$ cat src/rtl/detect_pkg.sv
// detect_pkg: shared FSM states and pixel geometry constants for the BMP pixel source.
package detect_pkg;
    localparam int BYTES_PER_PIXEL = 3;
    localparam int PIXEL_SIZE = 24;
    typedef enum logic [2:0] {IDLE, RD0, RD1, RD2, CAP, EMIT, FIN} state_t;
endpackage

$ cat src/rtl/bmp_addr_gen.sv
// bmp_addr_gen: pixel position and byte address walker over a padded bottom-up BMP pixel array.
module bmp_addr_gen import detect_pkg::*; #(
    parameter int ADDR_WIDTH = 20,
    parameter int DIM_WIDTH = 16
) (
    input  logic                  clk,
    input  logic                  reset_n,
    input  logic                  restart,
    input  logic                  step,
    input  logic [ADDR_WIDTH-1:0] restart_addr,
    input  logic [DIM_WIDTH-1:0]  width,
    input  logic [DIM_WIDTH-1:0]  height,
    input  logic [1:0]            padding,
    output logic [ADDR_WIDTH-1:0] cur,
    output logic [DIM_WIDTH-1:0]  x,
    output logic [DIM_WIDTH-1:0]  y,
    output logic                  last_pixel
);
    logic [ADDR_WIDTH-1:0] row_base, stride;
    logic x_last, y_last;
    assign stride = ADDR_WIDTH'(width) * ADDR_WIDTH'(BYTES_PER_PIXEL) + ADDR_WIDTH'(padding);
    assign x_last = x == width - DIM_WIDTH'(1);
    assign y_last = y == height - DIM_WIDTH'(1);
    assign last_pixel = x_last && y_last;
    always_ff @(posedge clk) begin
        if (!reset_n) begin
            row_base <= '0;
            cur      <= '0;
            x        <= '0;
            y        <= '0;
        end else if (restart) begin
            row_base <= restart_addr;
            cur      <= restart_addr;
            x        <= '0;
            y        <= '0;
        end else if (step) begin
            if (!x_last) begin
                x   <= x + DIM_WIDTH'(1);
                cur <= cur + ADDR_WIDTH'(BYTES_PER_PIXEL);
            end else begin
                x        <= '0;
                y        <= y + DIM_WIDTH'(1);
                row_base <= row_base + stride;
                cur      <= row_base + stride;
            end
        end
    end
endmodule

$ cat src/rtl/bmp_pixel_source.sv
// bmp_pixel_source: streams 24-bit pixels from a byte-wide frame memory with row/frame markers.
module bmp_pixel_source import detect_pkg::*; #(
    parameter int ADDR_WIDTH = 20,
    parameter int DIM_WIDTH = 16,
    parameter int PIXEL_SIZE = detect_pkg::PIXEL_SIZE
) (
    input  logic                  clk,
    input  logic                  reset_n,
    input  logic                  start,
    input  logic                  continuous,
    input  logic [ADDR_WIDTH-1:0] base_addr,
    input  logic [DIM_WIDTH-1:0]  width,
    input  logic [DIM_WIDTH-1:0]  height,
    input  logic [1:0]            padding,
    output logic                  mem_rd,
    output logic [ADDR_WIDTH-1:0] mem_addr,
    input  logic [7:0]            mem_rdata,
    input  logic                  out_ready,
    output logic                  out_valid,
    output logic [PIXEL_SIZE-1:0] out_data,
    output logic                  hsync,
    output logic                  vsync,
    output logic [DIM_WIDTH-1:0]  x,
    output logic [DIM_WIDTH-1:0]  y,
    output logic [DIM_WIDTH-1:0]  frame,
    output logic                  busy,
    output logic                  done
);
    state_t state, next;
    logic [ADDR_WIDTH-1:0] base_q, cur;
    logic [DIM_WIDTH-1:0]  w_q, h_q;
    logic [1:0]            pad_q;
    logic                  cont_q, zero_q, last_pixel, zero_size, restart, step;
    logic [7:0]            b0, b1;
    assign zero_size = width == '0 || height == '0;
    // the first start takes base_addr live; continuous restarts replay the latched copy
    assign restart = (state == IDLE && start && !zero_size) || (state == FIN && cont_q);
    assign step = state == EMIT && out_ready && !last_pixel;
    bmp_addr_gen #(.ADDR_WIDTH(ADDR_WIDTH), .DIM_WIDTH(DIM_WIDTH)) u_addr (
        .clk(clk), .reset_n(reset_n), .restart(restart), .step(step),
        .restart_addr(state == IDLE ? base_addr : base_q),
        .width(w_q), .height(h_q), .padding(pad_q),
        .cur(cur), .x(x), .y(y), .last_pixel(last_pixel)
    );
    always_ff @(posedge clk) state <= !reset_n ? IDLE : next;
    always_comb begin
        next = state;
        unique case (state)
            IDLE:    next = start ? (zero_size ? FIN : RD0) : IDLE;
            RD0:     next = RD1;
            RD1:     next = RD2;
            RD2:     next = CAP;
            CAP:     next = EMIT;
            EMIT:    next = out_ready ? (last_pixel ? FIN : RD0) : EMIT;
            FIN:     next = cont_q ? RD0 : IDLE;
            default: next = IDLE;
        endcase
    end
    assign mem_rd = state == RD0 || state == RD1 || state == RD2;
    assign mem_addr = state == RD0 ? cur :
                      state == RD1 ? cur + ADDR_WIDTH'(1) :
                      state == RD2 ? cur + ADDR_WIDTH'(2) : '0;
    assign out_valid = state == EMIT;
    assign hsync = out_valid && x == '0;
    assign vsync = hsync && y == '0;
    assign busy = state != IDLE;
    assign done = state == FIN;
    always_ff @(posedge clk) begin
        if (!reset_n) begin
            {base_q, w_q, h_q, pad_q, cont_q, zero_q, b0, b1} <= '0;
            out_data <= '0;
            frame    <= '0;
        end else begin
            if (state == IDLE && start) begin
                base_q <= base_addr;
                w_q    <= width;
                h_q    <= height;
                pad_q  <= padding;
                cont_q <= continuous && !zero_size;
                zero_q <= zero_size;
            end
            if (state == RD1) b0 <= mem_rdata;
            if (state == RD2) b1 <= mem_rdata;
            if (state == CAP) out_data <= {mem_rdata, b1, b0};
            if (state == FIN && !zero_q) frame <= frame + DIM_WIDTH'(1);
        end
    end
endmodule

$ cat config.mk
export PLATFORM = sky130hd
export DESIGN_NAME = bmp_pixel_source
export DESIGN_NICKNAME = d
export VERILOG_FILES = /design/src/rtl/detect_pkg.sv /design/src/rtl/bmp_addr_gen.sv /design/src/rtl/bmp_pixel_source.sv
export SDC_FILE = /design/constraint.sdc
export NUM_CORES = 1
export LEC_CHECK = 0
export BUFFER_PORTS_ARGS = -buffer_cell sky130_fd_sc_hd__buf_2
export CAP_MARGIN = 20
export CORE_MARGIN = 2
export CORE_UTILIZATION = 50
export DETAILED_ROUTE_END_ITERATION = 12
export PLACE_DENSITY = 0.83
export SLEW_MARGIN = 0
export SYNTH_ARGS = -nofsm -noshare
export SYNTH_HDL_FRONTEND = slang
export SYNTH_SLANG_ARGS = --single-unit
$ cat constraint.sdc
create_clock -name clk -period 4.44 [get_ports clk]
set_input_delay 0.444 -clock clk [delete_from_list [all_inputs] [get_ports clk]]
set_output_delay 0.444 -clock clk [all_outputs]
set_load 0.02 [all_outputs]
==> flow_results.org <==
** Place
- Cell Count Post-Placement :: 2046
- Number of buffers inserted by port buffering :: 164
- The placed instances occupy a cell area of 13300 um2.
- Detail Placement HPWL :: 27.1 mm
- Routability Congestion :: between 0.9 and 1

** Routing
- The detail route stage leaves a number of antenna-violating nets equal to 0.
- The first detailed-routing pass took 7 iterations.
- Average wire per cell in the routed design :: 17.9 um
- Violation count after the first detailed-route iteration :: around 1500
- Total DRC errors in the routed layout :: 0
- The final layout contains routed wiring with a total length of 37.3 mm.
- Routed vias :: between 10000 and 15000
- Using the TritonRoute via totals, the vias-per-cell ratio works out to 6.02.

** Layout
- Non-filler instance count after layout :: 2090
- Non-Filler Cell Area, Final :: 14300 um2
- The multi-input combinational cells in the finished layout cover a total of about 8100 um2.
- Number of inserted filler cells in the final layout :: 2244
- Compared with the post-synthesis result, the final layout area differs by 17.1%.
- Summing all flip-flop and latch instances after layout gives 3740 um2.
- At the end of the flow, the number of nets in the layout was 1899.
- Of the cells placed in the final design, the portion with a size suffix greater than 1 is 0.174.

** Pwr
- Of the total power, combinational logic draws 0.324.
- Static leakage :: 5.99 nW
- The share of total power dissipated in sequential elements is 0.375.
- In this run the power density over the cells is 370 nW/um2.
- Highest ir drop seen on vdd :: 315 uV
- Fraction of power spent switching nets :: 0.382
- Int Pwr :: 3.26 mW
- For this design the total switching power over the nets is 2.02 mW.
- The share of total power dissipated in the clock network is 0.301.

** Die
- The floorplan has 57 rows.
- Area of the die :: 25600 um2
- From bottom edge to top edge, the die measures between 150 and 200 um.
- Area of the core region :: 24100 um2
- Starting Density :: 0.506
- Die boundary width :: 160 um
- Number of top-level design ports :: ~170

** Global route
- Initial antenna violation count :: 2
- Met1 usage :: 0.372
- In the global route stage, met3 resource usage came out at 0.0449.
- For this run, global-route usage on met2 was measured as 0.464.
- Across every metal layer, demand over resource in global routing totals 0.280.
- Total congestion overflow after global routing :: 0
- First-pass GRT wire length :: 58.6 mm
- Maximum number of pins on one net before global-route repair :: 80
- After global routing, the most crowded layer is met2.
- The via count of the first global-routing pass came to 11400.

** Synthesis
- Post-Syn Area :: about 12000 um2
- The number of nets in the synthesized netlist is 1762.
- Cell taking the most area after synthesis :: sky130_fd_sc_hd__dfxtp_1
- The synthesized design contains 187 register bits.
- Register area share after synthesis :: 0.307
- In the synthesized netlist, the number of instances is 1613.
- Yosys printed 0 warnings.
- Count of cell types in the netlist :: 77
- Number of enable flip-flop cells after synthesis :: 0
- Dominant cells by area after synthesis :: sky130_fd_sc_hd__dfxtp_1 31%, sky130_fd_sc_hd__nand2_1 10%, sky130_fd_sc_hd__ha_1 8.1%
- Of the post-synthesis cell area, the dominant cell type holds 0.307.
- Async set or reset register ratio after synthesis :: 0
- Post-synth top flop :: sky130_fd_sc_hd__dfxtp_1
- Mapped Avg Cell Area :: 7.55 um2

** STA
- Adding up every negative setup slack in the final design gives 0 ns.
- Slew @ Worst Pin :: 0.883 ns
- Unrepaired setup endpoints after global routing :: yes
- Setup violations remaining at the end of the flow were counted as 0.
- The final number of hold-violating endpoints is 0.
- Hold is met by 0.241 ns.
- Final clock period utilization by the worst path :: 0.984
- Max Clock Skew :: 0.0136 ns
- Highest attainable clock frequency :: 229 MHz
- Final Slew Violations :: 0
- Fin crit period :: 4.37 ns
- Max-Slew Margin vs Limit :: 0.411

** Clocking
- TritonCTS built the clock tree.
- Skew-Pair Late Insertion Delay :: 0.45 ns
- Buffer levels on the longest clock path :: 2
- H-tree levels :: 4
- For this design, the sink count on the clock tree is 187.
- Clock Pin Slew Worst Setup and Hold Paths :: roughly 0.08 ns
- The cell sitting at the root of the clock tree is a sky130_fd_sc_hd__clkbuf_16.
- Number of buffers inserted during clock tree synthesis :: 17
- Count of hold-fix buffers inserted at cts :: 0

** Setup path
- Maximum fanout along the worst path :: 3
- STA classifies the critical path endpoint as a flip-flop.
- Data on the critical path arrives at its endpoint at 4.70 ns.
- STA classifies the critical path startpoint as a flip-flop.
- The most critical setup path has its startpoint at pad_q[1].
- In this run the critical register-to-register path is launched from pad_q[1].
- The setup check on the worst reg-to-reg path leaves a slack of ~0.070 ns.
- Data required, critical path :: about 4.8 ns
- Type of the setup path with the least slack :: reg2reg

** Min path
- Hold path start :: base_addr[5]
- Hold/Removal Path Class :: in2reg

** Job
- Across the run, the number of max-cap violations was 0.

** Run status
- Outcome :: complete, no violations
-- cell families (layout without fill, tap and decap cells) --
family                     after synthesis  after routing  synth area share
AOI/OAI and AO/OA                      377            377             0.192
xor gates and xnor gates               109            109            0.0783
adders and majority gates               82             82            0.0860
buffers and inverters                  137            287            0.0448
DFF                                    187            187             0.307
muxes                                   31             31            0.0257
other                                    0              3                 0
and+or+nand+nor                        690            690             0.266
-- cells in the final DEF, fill, tap and decap left out, types with 26 or more instances in the layout --
cell and count:
sky130_fd_sc_hd__nand3_1 44, sky130_fd_sc_hd__o21ai_0 55, sky130_fd_sc_hd__xnor2_1 64, sky130_fd_sc_hd__xor2_1 42, sky130_fd_sc_hd__inv_1 40, sky130_fd_sc_hd__dfxtp_1 186
sky130_fd_sc_hd__buf_2 164, sky130_fd_sc_hd__nor3_1 26, sky130_fd_sc_hd__mux2i_1 29, sky130_fd_sc_hd__a21oi_1 145, sky130_fd_sc_hd__a31oi_1 33, sky130_fd_sc_hd__nor2_1 94
sky130_fd_sc_hd__nand4_1 32, sky130_fd_sc_hd__nand2_1 335, sky130_fd_sc_hd__ha_1 76, sky130_fd_sc_hd__buf_4 45
-- worst paths after layout --
kind / endpoint / cells past startpoint
worst max-delay path: u_addr.row_base[19] / 20
worst min-delay path: base_q[5] / 3
worst max register to register: u_addr.row_base[19] / 20
worst min register to register: out_data[13] / 2
-- metrics by stage --
step / total power, mW / setup slack (ns) / utilization
2_1_floorplan: 3.10 / 0.0503 / -
3_3_place_gp: 3.55 / -0.160 / 0.553
5_1_grt: 5.51 / -0.120 / 0.592
3_5_place_dp: 3.58 / -0.211 / 0.553
4_1_cts: 5.17 / -0.00731 / 0.580
6_report: 5.27 / 0.0703 / 0.592
-- state kept, by name, summed over array words and instances, names as in the netlist --
| name | count |
|---|---|
| b0 | 8 |
| b1 | 8 |
| base_q | 20 |
| cont_q | 1 |
| frame | 16 |
| h_q | 16 |
| out_data | 24 |
| pad_q | 2 |
| state | 3 |
| u_addr.cur | 20 |
| u_addr.row_base | 20 |
| u_addr.x | 16 |
| u_addr.y | 16 |
| w_q | 16 |
| zero_q | 1 |
-- final cells by class --
cell class	instances	area share
Sequential cell	187	0.263
Tap cell	324	0.0284
Multi-Input combinational cell	1289	0.570
Clock inverter	15	0.0132
Timing Repair Buffer	213	0.0844
Antenna cell	3	0.000526
Inverter	42	0.0111
Clock buffer	17	0.0298
-- repair_timing --
action,4_1_cts,5_1_grt
resized for setup,8,46
cloned,0,0
buffers inserted,0,9
pin swaps,4,35
setup endpoints to repair,9,13
-- critical path, stage by stage (launching register included) --
cell and delay (ns):
sky130_fd_sc_hd__dfxtp_2 0.33, sky130_fd_sc_hd__fa_1 0.54, sky130_fd_sc_hd__ha_2 0.18, sky130_fd_sc_hd__inv_2 0.04
sky130_fd_sc_hd__fa_2 0.33, sky130_fd_sc_hd__nor2b_1 0.11, sky130_fd_sc_hd__o21a_1 0.17, sky130_fd_sc_hd__o21ai_2 0.07
sky130_fd_sc_hd__a21oi_2 0.14, sky130_fd_sc_hd__nand4_1 0.14, sky130_fd_sc_hd__buf_4 0.18, sky130_fd_sc_hd__a31oi_4 0.24
sky130_fd_sc_hd__buf_6 0.13, sky130_fd_sc_hd__xor2_1 0.15, sky130_fd_sc_hd__ha_2 0.32, sky130_fd_sc_hd__nand2_4 0.09
sky130_fd_sc_hd__o31ai_4 0.07, sky130_fd_sc_hd__a221oi_4 0.36, sky130_fd_sc_hd__o21ai_2 0.14, sky130_fd_sc_hd__a311o_1 0.32
sky130_fd_sc_hd__and4_1 0.18
-- cells in the mapped netlist, types with 12 or more instances --
cell type and count:
sky130_fd_sc_hd__nand2_1 337, sky130_fd_sc_hd__dfxtp_1 187, sky130_fd_sc_hd__a21oi_1 151, sky130_fd_sc_hd__nor2_1 95, sky130_fd_sc_hd__ha_1 79, sky130_fd_sc_hd__clkbuf_1 72
sky130_fd_sc_hd__xnor2_1 66, sky130_fd_sc_hd__o21ai_0 59, sky130_fd_sc_hd__nand3_1 44, sky130_fd_sc_hd__xor2_1 43, sky130_fd_sc_hd__inv_1 41, sky130_fd_sc_hd__a31oi_1 35
sky130_fd_sc_hd__nand4_1 32, sky130_fd_sc_hd__mux2i_1 29, sky130_fd_sc_hd__nor3_1 28, sky130_fd_sc_hd__nor4_1 22, sky130_fd_sc_hd__and2_1 20, sky130_fd_sc_hd__o31ai_1 19
sky130_fd_sc_hd__nand2b_1 18, sky130_fd_sc_hd__or4_1 16, sky130_fd_sc_hd__and3_1 15, sky130_fd_sc_hd__a21o_1 14, sky130_fd_sc_hd__nor2b_1 13, sky130_fd_sc_hd__buf_1 12
-- power groups by stage --
stage               sequential (mW)  combinational [mW]  clock (mW)
CTS                            1.97                1.60        1.59
detailed placement             2.01                1.57           0
finish                         1.98                1.71        1.59
global route                   2.00                1.86        1.65
floorplan                      1.92                1.18           0
global placement               2.00                1.55           0
-- per-layer routing --
metal | vias to the layer above | share of wire
met5 | - | 0.00035
met3 | 86 | 0.078
met2 | 591 | 0.47
met1 | 5951 | 0.42
li1 | 5962 | -
met4 | 2 | 0.027
Power figures use the tool's default switching activity.
